File: src/rtl/axis_burst_reader_pkg.sv
// axis_burst_pkg: burst-length clamp and close-reason encoding shared by the burst reader
package axis_burst_pkg;
  typedef enum logic [1:0] {CLOSE_NONE, CLOSE_LEN, CLOSE_TMO, CLOSE_FLUSH} close_e;
  function automatic int unsigned clamp_len(input int unsigned len, input int unsigned max_len);
    return (len == 0) ? 1 : (len > max_len) ? max_len : len;
  endfunction
endpackage

File: src/rtl/axis_burst_reader_if.sv
// axis_burst_reader_if: AXI-stream channel (tdata/tvalid/tready/tlast)
//   master: drives tdata/tvalid/tlast, receives tready
//   slave : receives tdata/tvalid/tlast, drives tready
interface axis_burst_reader_if #(parameter int WIDTH = 12);
  logic [WIDTH-1:0] tdata;
  logic tvalid, tready, tlast;
  modport master (output tdata, tvalid, tlast, input tready);
  modport slave (input tdata, tvalid, tlast, output tready);
endinterface

File: src/rtl/axis_burst_reader_timer.sv
// axis_burst_timer: saturating idle timer with timeout compare
//   clk/rstn    clock, async active-low reset
//   clr         clears the timer (accept or move)
//   inc         counts one idle cycle
//   cfg_timeout idle cycles before tmo_hit; 0 disables
//   tmo_hit     timer has reached cfg_timeout
module axis_burst_timer #(parameter int TIMEOUT_BITS = 8) (
  input  logic                    clk,
  input  logic                    rstn,
  input  logic                    clr,
  input  logic                    inc,
  input  logic [TIMEOUT_BITS-1:0] cfg_timeout,
  output logic                    tmo_hit
);
  logic [TIMEOUT_BITS-1:0] r_timer;
  always_ff @(posedge clk or negedge rstn)
    if (!rstn) r_timer <= '0;
    else if (clr) r_timer <= '0;
    else if (inc && !(&r_timer)) r_timer <= r_timer + 1'b1;
  assign tmo_hit = (cfg_timeout != '0) && (r_timer == cfg_timeout);
endmodule

File: src/rtl/axis_burst_reader.sv
// axis_burst_reader: packs an AXI-stream word stream into tlast-framed bursts
//   clk/rstn        clock, async active-low reset
//   axis_rx         input stream from the FIFO (slave)
//   axis_tx         burst stream out (master), tlast on the final word of a burst
//   cfg_burst_len   words per burst (0 -> 1, above 2**BURST_BITS -> 2**BURST_BITS)
//   cfg_timeout     idle cycles before a partial burst closes; 0 disables
//   flush           pulse closing the current partial burst
//   stat_bursts/stat_partial  burst counters, present only with AXIS_BURST_STAT_EN
module axis_burst_reader import axis_burst_pkg::*; #(
  parameter int WIDTH        = 12,
  parameter int BURST_BITS   = 4,
  parameter int TIMEOUT_BITS = 8
) (
  input  logic                      clk,
  input  logic                      rstn,
  axis_burst_reader_if.slave        axis_rx,
  axis_burst_reader_if.master       axis_tx,
  input  logic [BURST_BITS:0]       cfg_burst_len,
  input  logic [TIMEOUT_BITS-1:0]   cfg_timeout,
  input  logic                      flush
`ifdef AXIS_BURST_STAT_EN
  ,
  output logic [31:0]               stat_bursts,
  output logic [31:0]               stat_partial
`endif
);
  localparam int LW = BURST_BITS + 1;
  logic r_hv, r_ov, r_olast;
  logic [WIDTH-1:0] r_hdata, r_odata;
  logic [BURST_BITS-1:0] r_pos;
  logic [LW-1:0] r_len;
  logic w_tmo_hit, w_at_end, w_close, w_move, w_accept;
  close_e w_reason;
  assign w_at_end = ({1'b0, r_pos} == r_len - 1'b1);
  assign w_reason = w_at_end ? CLOSE_LEN : (w_tmo_hit && !axis_rx.tvalid) ? CLOSE_TMO : flush ? CLOSE_FLUSH : CLOSE_NONE;
  assign w_close = (w_reason != CLOSE_NONE);
  // the held word only leaves once its successor arrives or the burst closes
  assign w_move = r_hv && (!r_ov || axis_tx.tready) && (w_close || axis_rx.tvalid);
  assign axis_rx.tready = !r_hv || w_move;
  assign w_accept = axis_rx.tvalid && axis_rx.tready;
  assign axis_tx.tdata = r_odata;
  assign axis_tx.tvalid = r_ov;
  assign axis_tx.tlast = r_olast;
  axis_burst_timer #(.TIMEOUT_BITS(TIMEOUT_BITS)) u_timer (
    .clk(clk),
    .rstn(rstn),
    .clr(w_accept || w_move),
    .inc(r_hv && !axis_rx.tvalid && !w_move),
    .cfg_timeout(cfg_timeout),
    .tmo_hit(w_tmo_hit)
  );
  always_ff @(posedge clk or negedge rstn)
    if (!rstn) begin
      r_hv <= 1'b0;
      r_ov <= 1'b0;
      r_olast <= 1'b0;
      r_pos <= '0;
      r_len <= LW'(1);
      r_hdata <= '0;
      r_odata <= '0;
    end else begin
      if (w_accept) r_hdata <= axis_rx.tdata;
      // a word starts a new burst when nothing is held, or when the held word closes this cycle
      if (w_accept && (!r_hv || (w_move && w_close)))
        r_len <= LW'(clamp_len(32'(cfg_burst_len), 32'(2 ** BURST_BITS)));
      r_hv <= w_accept || (r_hv && !w_move);
      if (w_move) begin
        r_odata <= r_hdata;
        r_ov <= 1'b1;
        r_olast <= w_close;
        r_pos <= w_close ? '0 : r_pos + 1'b1;
      end else if (r_ov && axis_tx.tready) r_ov <= 1'b0;
    end
`ifdef AXIS_BURST_STAT_EN
  logic r_opartial;
  always_ff @(posedge clk or negedge rstn)
    if (!rstn) begin
      r_opartial <= 1'b0;
      stat_bursts <= '0;
      stat_partial <= '0;
    end else begin
      if (w_move) r_opartial <= (w_reason inside {CLOSE_TMO, CLOSE_FLUSH});
      if (r_ov && axis_tx.tready && r_olast) begin
        stat_bursts <= stat_bursts + 32'd1;
        if (r_opartial) stat_partial <= stat_partial + 32'd1;
      end
    end
`endif
endmodule
File: src/flat_wrapper.sv
// flat-port wrapper written by rule: the top's interface ports become plain ports
module axis_burst_reader_flat import axis_burst_pkg::*;
#(
  parameter int WIDTH        = 12,
  parameter int BURST_BITS   = 4,
  parameter int TIMEOUT_BITS = 8
)
  (clk, rstn, cfg_burst_len, cfg_timeout, flush, axis_rx_tdata, axis_rx_tvalid, axis_rx_tlast, axis_rx_tready, axis_tx_tdata, axis_tx_tvalid, axis_tx_tlast, axis_tx_tready);
  axis_burst_reader_if #(.WIDTH(WIDTH)) axis_rx_i ();
  axis_burst_reader_if #(.WIDTH(WIDTH)) axis_tx_i ();
  input  logic clk;
  input  logic rstn;
  input  logic [BURST_BITS:0] cfg_burst_len;
  input  logic [TIMEOUT_BITS-1:0] cfg_timeout;
  input  logic flush;
  input wire logic [$bits(axis_rx_i.tdata)-1:0] axis_rx_tdata;
  input wire logic [$bits(axis_rx_i.tvalid)-1:0] axis_rx_tvalid;
  input wire logic [$bits(axis_rx_i.tlast)-1:0] axis_rx_tlast;
  output wire logic [$bits(axis_rx_i.tready)-1:0] axis_rx_tready;
  output wire logic [$bits(axis_tx_i.tdata)-1:0] axis_tx_tdata;
  output wire logic [$bits(axis_tx_i.tvalid)-1:0] axis_tx_tvalid;
  output wire logic [$bits(axis_tx_i.tlast)-1:0] axis_tx_tlast;
  input wire logic [$bits(axis_tx_i.tready)-1:0] axis_tx_tready;
  assign axis_rx_i.tdata = axis_rx_tdata;
  assign axis_rx_i.tvalid = axis_rx_tvalid;
  assign axis_rx_i.tlast = axis_rx_tlast;
  assign axis_rx_tready = axis_rx_i.tready;
  assign axis_tx_tdata = axis_tx_i.tdata;
  assign axis_tx_tvalid = axis_tx_i.tvalid;
  assign axis_tx_tlast = axis_tx_i.tlast;
  assign axis_tx_i.tready = axis_tx_tready;
  axis_burst_reader #(.WIDTH(WIDTH), .BURST_BITS(BURST_BITS), .TIMEOUT_BITS(TIMEOUT_BITS)) u_core (.clk(clk), .rstn(rstn), .axis_rx(axis_rx_i), .axis_tx(axis_tx_i), .cfg_burst_len(cfg_burst_len), .cfg_timeout(cfg_timeout), .flush(flush));
endmodule
File: config.mk
export PLATFORM = sky130hd
export DESIGN_NAME = axis_burst_reader_flat
export DESIGN_NICKNAME = d
export VERILOG_FILES = /design/src/rtl/axis_burst_reader_pkg.sv /design/src/rtl/axis_burst_reader_if.sv /design/src/rtl/axis_burst_reader_timer.sv /design/src/rtl/axis_burst_reader.sv /design/src/flat_wrapper.sv
export SDC_FILE = /design/constraint.sdc
export NUM_CORES = 1
export LEC_CHECK = 0
export ABC_AREA = 1
export ABC_CLOCK_PERIOD_IN_PS = 4080
export BUFFER_PORTS_ARGS = -buffer_cell sky130_fd_sc_hd__buf_2
export CORE_MARGIN = 4
export CORE_UTILIZATION = 35
export DETAILED_ROUTE_END_ITERATION = 16
export MAX_ROUTING_LAYER = met4
export SLEW_MARGIN = 0
export SYNTH_ARGS = -nofsm -noshare
export SYNTH_HDL_FRONTEND = slang
export SYNTH_HIERARCHICAL = 1
export SYNTH_SLANG_ARGS = --single-unit
export TNS_END_PERCENT = 5
File: constraint.sdc
create_clock -name clk -period 4.08 [get_ports clk]
set_clock_uncertainty 0.1 [all_clocks]
set_input_delay 0.408 -clock clk [delete_from_list [all_inputs] [get_ports clk]]
set_output_delay 0.408 -clock clk [all_outputs]
set_load 0.03 [all_outputs]
==> summary.txt, run 1 <==
Status - finished clean
Area Growth Syn to Fin - 17.1%
Crit path time final - 2.92 ns
Power Density - 531 nW/um2
Resized cells post-CTS - 0
Max Clk Rate - 343 MHz
Slew Limit Fails - 0
Initial core utilization - 36.3%
Distinct cells, synth - 28
Period utilization - 71.5%
CTS sink cnt - 44
Critical path peak fanout - 16
NumNets Final - 401
Cells after Synth - 321
Crit end category - output port
Most frequent cells in the layout - nand2_1, buf_2, dfrtp_1
Yosys warnings - 6
Num rows - 29
Detail-routed via count per cell - 4.55
Final instance area - 2730 um2
Largest cells by area after synthesis - dfrtp_1, nand2_1, nor2_1
Syn nets - 355
Number of global-route vias before repair - 1960
Die Y - 89.6 um
Root Driver - clkbuf_8
Post-CTS Setup Bufs - 0
Final Hold Viols - 0
DRT iter0 DRCs - 132
H-tree depth - 2
Cell area after placement - 2610 um2
Remaining Overflow, GRT - 0
Drc violations - 0
Ports - 46
Die width - 89.6 um
Clock Pin Slew Worst Setup and Hold Paths - 0.09 ns
Largest net degree at the start of global routing - 45
Drt wl/cell - 11.0 um
CP Launch Type - register
HPWL after DPL - 3580 um
Worst slew pin tran - 0.971 ns
Synthesized cell area - 2330 um2
Syn Area/Cell - 7.26 um2
Yosys reg bits - 44
Slew HR - 35.3%
Worst Path Required - 3.57 ns
Initial antenna violation count - 0
Hold Buf Count CTS - 0
Routed WL - 4890 um
Setup Viol. Count Final - 0
Critical path class - reg -> out
Most common cell after layout, fill and taps aside - nand2_1
Final Power - 1.45 mW
N_diodes - 0
Crit path DAT - 2.41 ns
Worst r2r src - u_core/r_len[0]
Tightest Hold Check Type - in -> async
Pleak - 1.54 nW
RSZ-0062 raised after global routing - false
Setup TNS - 0 ns
Placer Congestion - 0.886
Max Buffers Root-to-Sink - 2
Drt first pass iters - 4
Routed via count - 2025
GRT Util Overall - 14.0%
CTS tree - yes
Peak supply drop - 0.249 mV
Max-cap violations - 0
First-pass GRT wire length - 8530 um
Layout cells sized above 1 - 18.8%
Hold WS - 0.160 ns
Total CTS buffers - 5
Sequential area share after synthesis - 47.3%
Area share of the largest cell type after synthesis - 46.2%
Clk_lat worst skew - 0.29 ns
Routed Antenna Nets - 0
Worst Setup SP - u_core/r_len[0]
IO buf count - 44
Area of the die - 8030 um2
Area leader, netlist - dfrtp_1
Core area - 6420 um2
## layer usage
layer,GRT usage (%),vias to the layer above,share of wire (%)
met5,-,-,0
met3,3.47,4,5.1
met1,17.9,913,49
met2,21.9,39,45
li1,-,1069,-
met4,4.06,0,0.76
## final timing paths
kind,to,slack (ns),cells past startpoint
min in group clk,u_core/r_hdata[8],0.19,3
worst min register to register,u_core/axis_tx.tdata[2],0.37,2
worst max-delay path,axis_rx_tready,1.16,14
worst max register to register,u_core/u_timer/r_timer[2],1.45,18
max in group asynchronous,u_core/r_hdata[10],3.11,1
worst min-delay path,u_core/r_len[1],0.16,1
## sequential cells by signal (all words and copies together), names as in the netlist
register	cells
u_core/axis_tx.tdata	12
u_core/r_len	5
u_core/axis_tx.tvalid	1
u_core/r_hv	1
u_core/u_timer/r_timer	8
u_core/axis_tx.tlast	1
u_core/r_pos	4
u_core/r_hdata	12
## worst max-delay path, stage by stage, from the launching register on
cell and delay (ns):
dfstp_2 0.58, inv_1 0.06, ha_1 0.30, nand2_1 0.07
inv_1 0.03, nor2_1 0.08, nand3_1 0.08, nor2_1 0.09
nand2_1 0.07, nand2_2 0.08, nand2_4 0.08, nand2_4 0.16
inv_4 0.12, nand2_1 0.11, buf_2 0.20
## area by class of cell
type                       instances  area (um2)
clock inverter                     3        46.3
clock buffer                       5        68.8
fill                             649        3690
inverter                          37         143
timing repair buffer              45         228
tap                               77        96.3
sequential                        44        1100
multi-input combinational        234        1040
## Yosys cell counts
| master | n |
|---|---|
| o211ai_1 | 1 |
| o21ai_1 | 3 |
| nand2_4 | 4 |
| nand4_1 | 2 |
| inv_1 | 31 |
| a21oi_2 | 2 |
| a31oi_1 | 1 |
| dfrtp_1 | 43 |
| buf_6 | 1 |
| o21bai_1 | 2 |
| nand2_1 | 147 |
| inv_2 | 3 |
| a21oi_1 | 3 |
| o21ai_0 | 1 |
| nor2_2 | 1 |
| buf_2 | 3 |
| nand3_1 | 19 |
| dfstp_2 | 1 |
| ha_1 | 3 |
| buf_4 | 2 |
| inv_4 | 1 |
| xor2_1 | 3 |
| clkinv_1 | 1 |
| nand2_2 | 3 |
| nor2_1 | 32 |
| xnor2_1 | 4 |
| clkinv_2 | 1 |
| nor3_1 | 3 |
## stage by stage
step	utilization, %	setup slack (ns)	std cells
after floorplan	-	1.70	321
after global placement	40.7	1.43	437
after detailed placement	40.7	1.42	437
after CTS	42.5	1.13	445
after global routing	42.5	0.902	445
final	42.5	1.16	445
## power by group
group          internal [mW]  leakage, nW  switching (mW)
sequential             0.539        0.556          0.0805
combinational          0.157        0.927           0.331
clock                  0.184       0.0548           0.156
## kinds of logic after synthesis
group | after synthesis | share of synthesized area (%)
and+or+nand+nor | 211 | 37.1
DFF | 44 | 47.3
buffers and inverters | 43 | 7.89
AOI/OAI and AO/OA | 13 | 3.49
xor gates and xnor gates | 7 | 2.63
adders and majority gates | 3 | 1.61
No activity file was read; power rests on OpenSTA's default activity.
==> inputs of run 2 (changes only) <==
--- a/config.mk
+++ b/config.mk
@@ -6,7 +6,7 @@
 export NUM_CORES = 1
 export LEC_CHECK = 0
 export ABC_AREA = 1
-export ABC_CLOCK_PERIOD_IN_PS = 4080
+export ABC_CLOCK_PERIOD_IN_PS = 2900
 export BUFFER_PORTS_ARGS = -buffer_cell sky130_fd_sc_hd__buf_2
 export CORE_MARGIN = 4
 export CORE_UTILIZATION = 35
==> constraint.sdc (replaced) <==
create_clock -name clk -period 2.9 [get_ports clk]
set_clock_uncertainty 0.1 [all_clocks]
set_input_delay 0.29 -clock clk [delete_from_list [all_inputs] [get_ports clk]]
set_output_delay 0.29 -clock clk [all_outputs]
set_load 0.03 [all_outputs]
==> summary.txt, run 2 (synthesis results as in run 1) <==
N_diodes - 0 (unchanged)
Core area - 6420 um2 (unchanged)
Die width - 89.6 um (unchanged)
Crit path cell chain - inv_1, ha_1, nand2_1, inv_1, nor2_1, nand3_1, nor2_1, nand2_1, nand2_2, nand2_4, nand2_4, inv_4, nand2_1, buf_2 (unchanged)
Area of the die - 8030 um2 (unchanged)
First-pass GRT wire length - 8340 um (was 8530 um)
Post-route worst setup slack - 0.235 ns (was 1.16 ns)
Period utilization - 91.9%
Slew HR - 34.8% (was 35.3%)
Drt first pass iters - 4 (unchanged)
Max Clk Rate - 375 MHz
Critical path class - reg -> out (unchanged)
Final Hold Viols - 0 (unchanged)
HPWL after DPL - 3550 um (was 3580 um)
CTS tree - yes (unchanged)
Peak supply drop - 0.388 mV (was 0.249 mV)
RSZ-0062 raised after global routing - false (unchanged)
CP Launch Type - register (unchanged)
Worst Path Required - 2.51 ns (was 3.57 ns)
Status - finished clean (unchanged)
FF-to-FF setup slack - 0.41 ns (was 1.45 ns)
Detail-routed via count per cell - 4.46 (was 4.55)
Placed insts - 438 (was 437)
Filler cells - 657 (was 649)
Post-CTS Setup Bufs - 0 (unchanged)
Routed Antenna Nets - 0 (unchanged)
Non-Filler Instances - 446 (was 445)
Routed via count - 1989 (was 2025)
Crit-path max cell delay - 0.57 ns (was 0.58 ns)
Pre-CTS WS - 0.391 ns (was 1.42 ns)
Power Density - 748 nW/um2 (was 531 nW/um2)
Clk_lat worst skew - 0.31 ns (was 0.29 ns)
Pleak - 1.54 nW (about the same)
Routed WL - 4970 um (was 4890 um)
Clock Pin Slew Worst Setup and Hold Paths - 0.09 ns (about the same)
IO buf count - 44 (unchanged)
Ports - 46 (unchanged)
Die Y - 89.6 um (unchanged)
Resized cells post-CTS - 0 (unchanged)
CTS sink cnt - 44 (unchanged)
Crit path DAT - 2.28 ns (was 2.41 ns)
Most used cell, CP - nand2_1 (unchanged)
H-tree depth - 2 (unchanged)
Critical path peak fanout - 16 (unchanged)
Largest net degree at the start of global routing - 45 (unchanged)
Worst path slowest cell - dfstp_2 (unchanged)
Num rows - 29 (unchanged)
Remaining Overflow, GRT - 0 (unchanged)
Total CTS buffers - 5 (unchanged)
Number of global-route vias before repair - 1891 (was 1960)
Slew Limit Fails - 0 (unchanged)
Most frequent cells in the layout - nand2_1, buf_2, dfrtp_1 (unchanged)
Util after Layout - 42.6% (was 42.5%)
Initial antenna violation count - 0 (unchanged)
Tightest Hold Check Type - in -> async (unchanged)
Hold Buf Count CTS - 0 (unchanged)
Most common cell after layout, fill and taps aside - nand2_1 (unchanged)
Max Buffers Root-to-Sink - 2 (unchanged)
Crit end category - output port (unchanged)
DRT iter0 DRCs - 102 (was 132)
Worst slew pin tran - 0.979 ns (was 0.971 ns)
Placer Congestion - 0.890 (was 0.886)
Initial core utilization - 36.3% (unchanged)
Area Growth Syn to Fin - 17.4% (was 17.1%)
Setup Viol. Count Final - 0 (unchanged)
GRT Util Overall - 13.8% (was 14.0%)
Crit path time final - 2.67 ns
Root Driver - clkbuf_8 (unchanged)
Drc violations - 0 (unchanged)
NumNets Final - 402 (was 401)
Drt wl/cell - 11.2 um (was 11.0 um)
Setup TNS - 0 ns (unchanged)
Layout cells sized above 1 - 19.0% (was 18.8%)
Max-cap violations - 0 (unchanged)
==> run 2: cell count changes in the layout (fill, tap and decap cells not counted) <==
cell | before | now
buf_4 | 1 | 2
==> run 2: critical path: cells and delay by family, from the launching register on <==
kind                     cells  cell delay, ns
adder cells (fa/ha/maj)      1            0.30
AND/OR/NAND/NOR              9            0.72
buffers and inverters        4            0.39
flip-flops                   1            0.57
==> run 2: final timing paths <==
kind,startpoint,to,cells after the start
max in group asynchronous,rstn,u_core/r_hdata[7],1
worst min-delay path,rstn,u_core/r_len[2],1
worst min register to register,u_core/axis_tx.tdata[1],u_core/axis_tx.tdata[1],2
worst max-delay path,u_core/r_len[0],axis_rx_tready,14
min in group clk,axis_rx_tdata[5],u_core/r_hdata[5],3
worst max register to register,u_core/r_len[0],u_core/u_timer/r_timer[2],18
==> run 2: cell type report <==
class,count,area [um2],area share (%)
sequential,44,1100,40.3
multi-input combinational,234,1040,38.2
timing repair buffer,46,235,8.60
inverter,37,143,5.21
tap,77,96.3,3.52
clock buffer,5,68.8,2.51
clock inverter,3,46.3,1.69
==> run 2: where the power goes <==
group	switching, mW	internal [mW]
clock	0.229	0.260
sequential	0.114	0.759
combinational	0.461	0.225
total	0.803	1.24
==> run 2: stage by stage <==
stage                     hold WS [ns]  power, mW  cell area (um2)
after detailed placement         0.353       1.58             2620
after global placement           0.353       1.57             2620
after global routing            0.0723       2.21             2740
final                           0.0403       2.05             2740
after CTS                       0.0590       2.08             2740
after floorplan                 -0.106       1.38             2330
==> run 2: routing by layer <==
metal	global-route usage, %	vias up	wire, um	share of wire (%)
met2	20.6	38	2170	44
met1	18.3	873	2490	50
met4	5.41	0	71	1.4
li1	-	1070	-	-
met5	-	-	0	0
met3	2.74	8	243	4.9
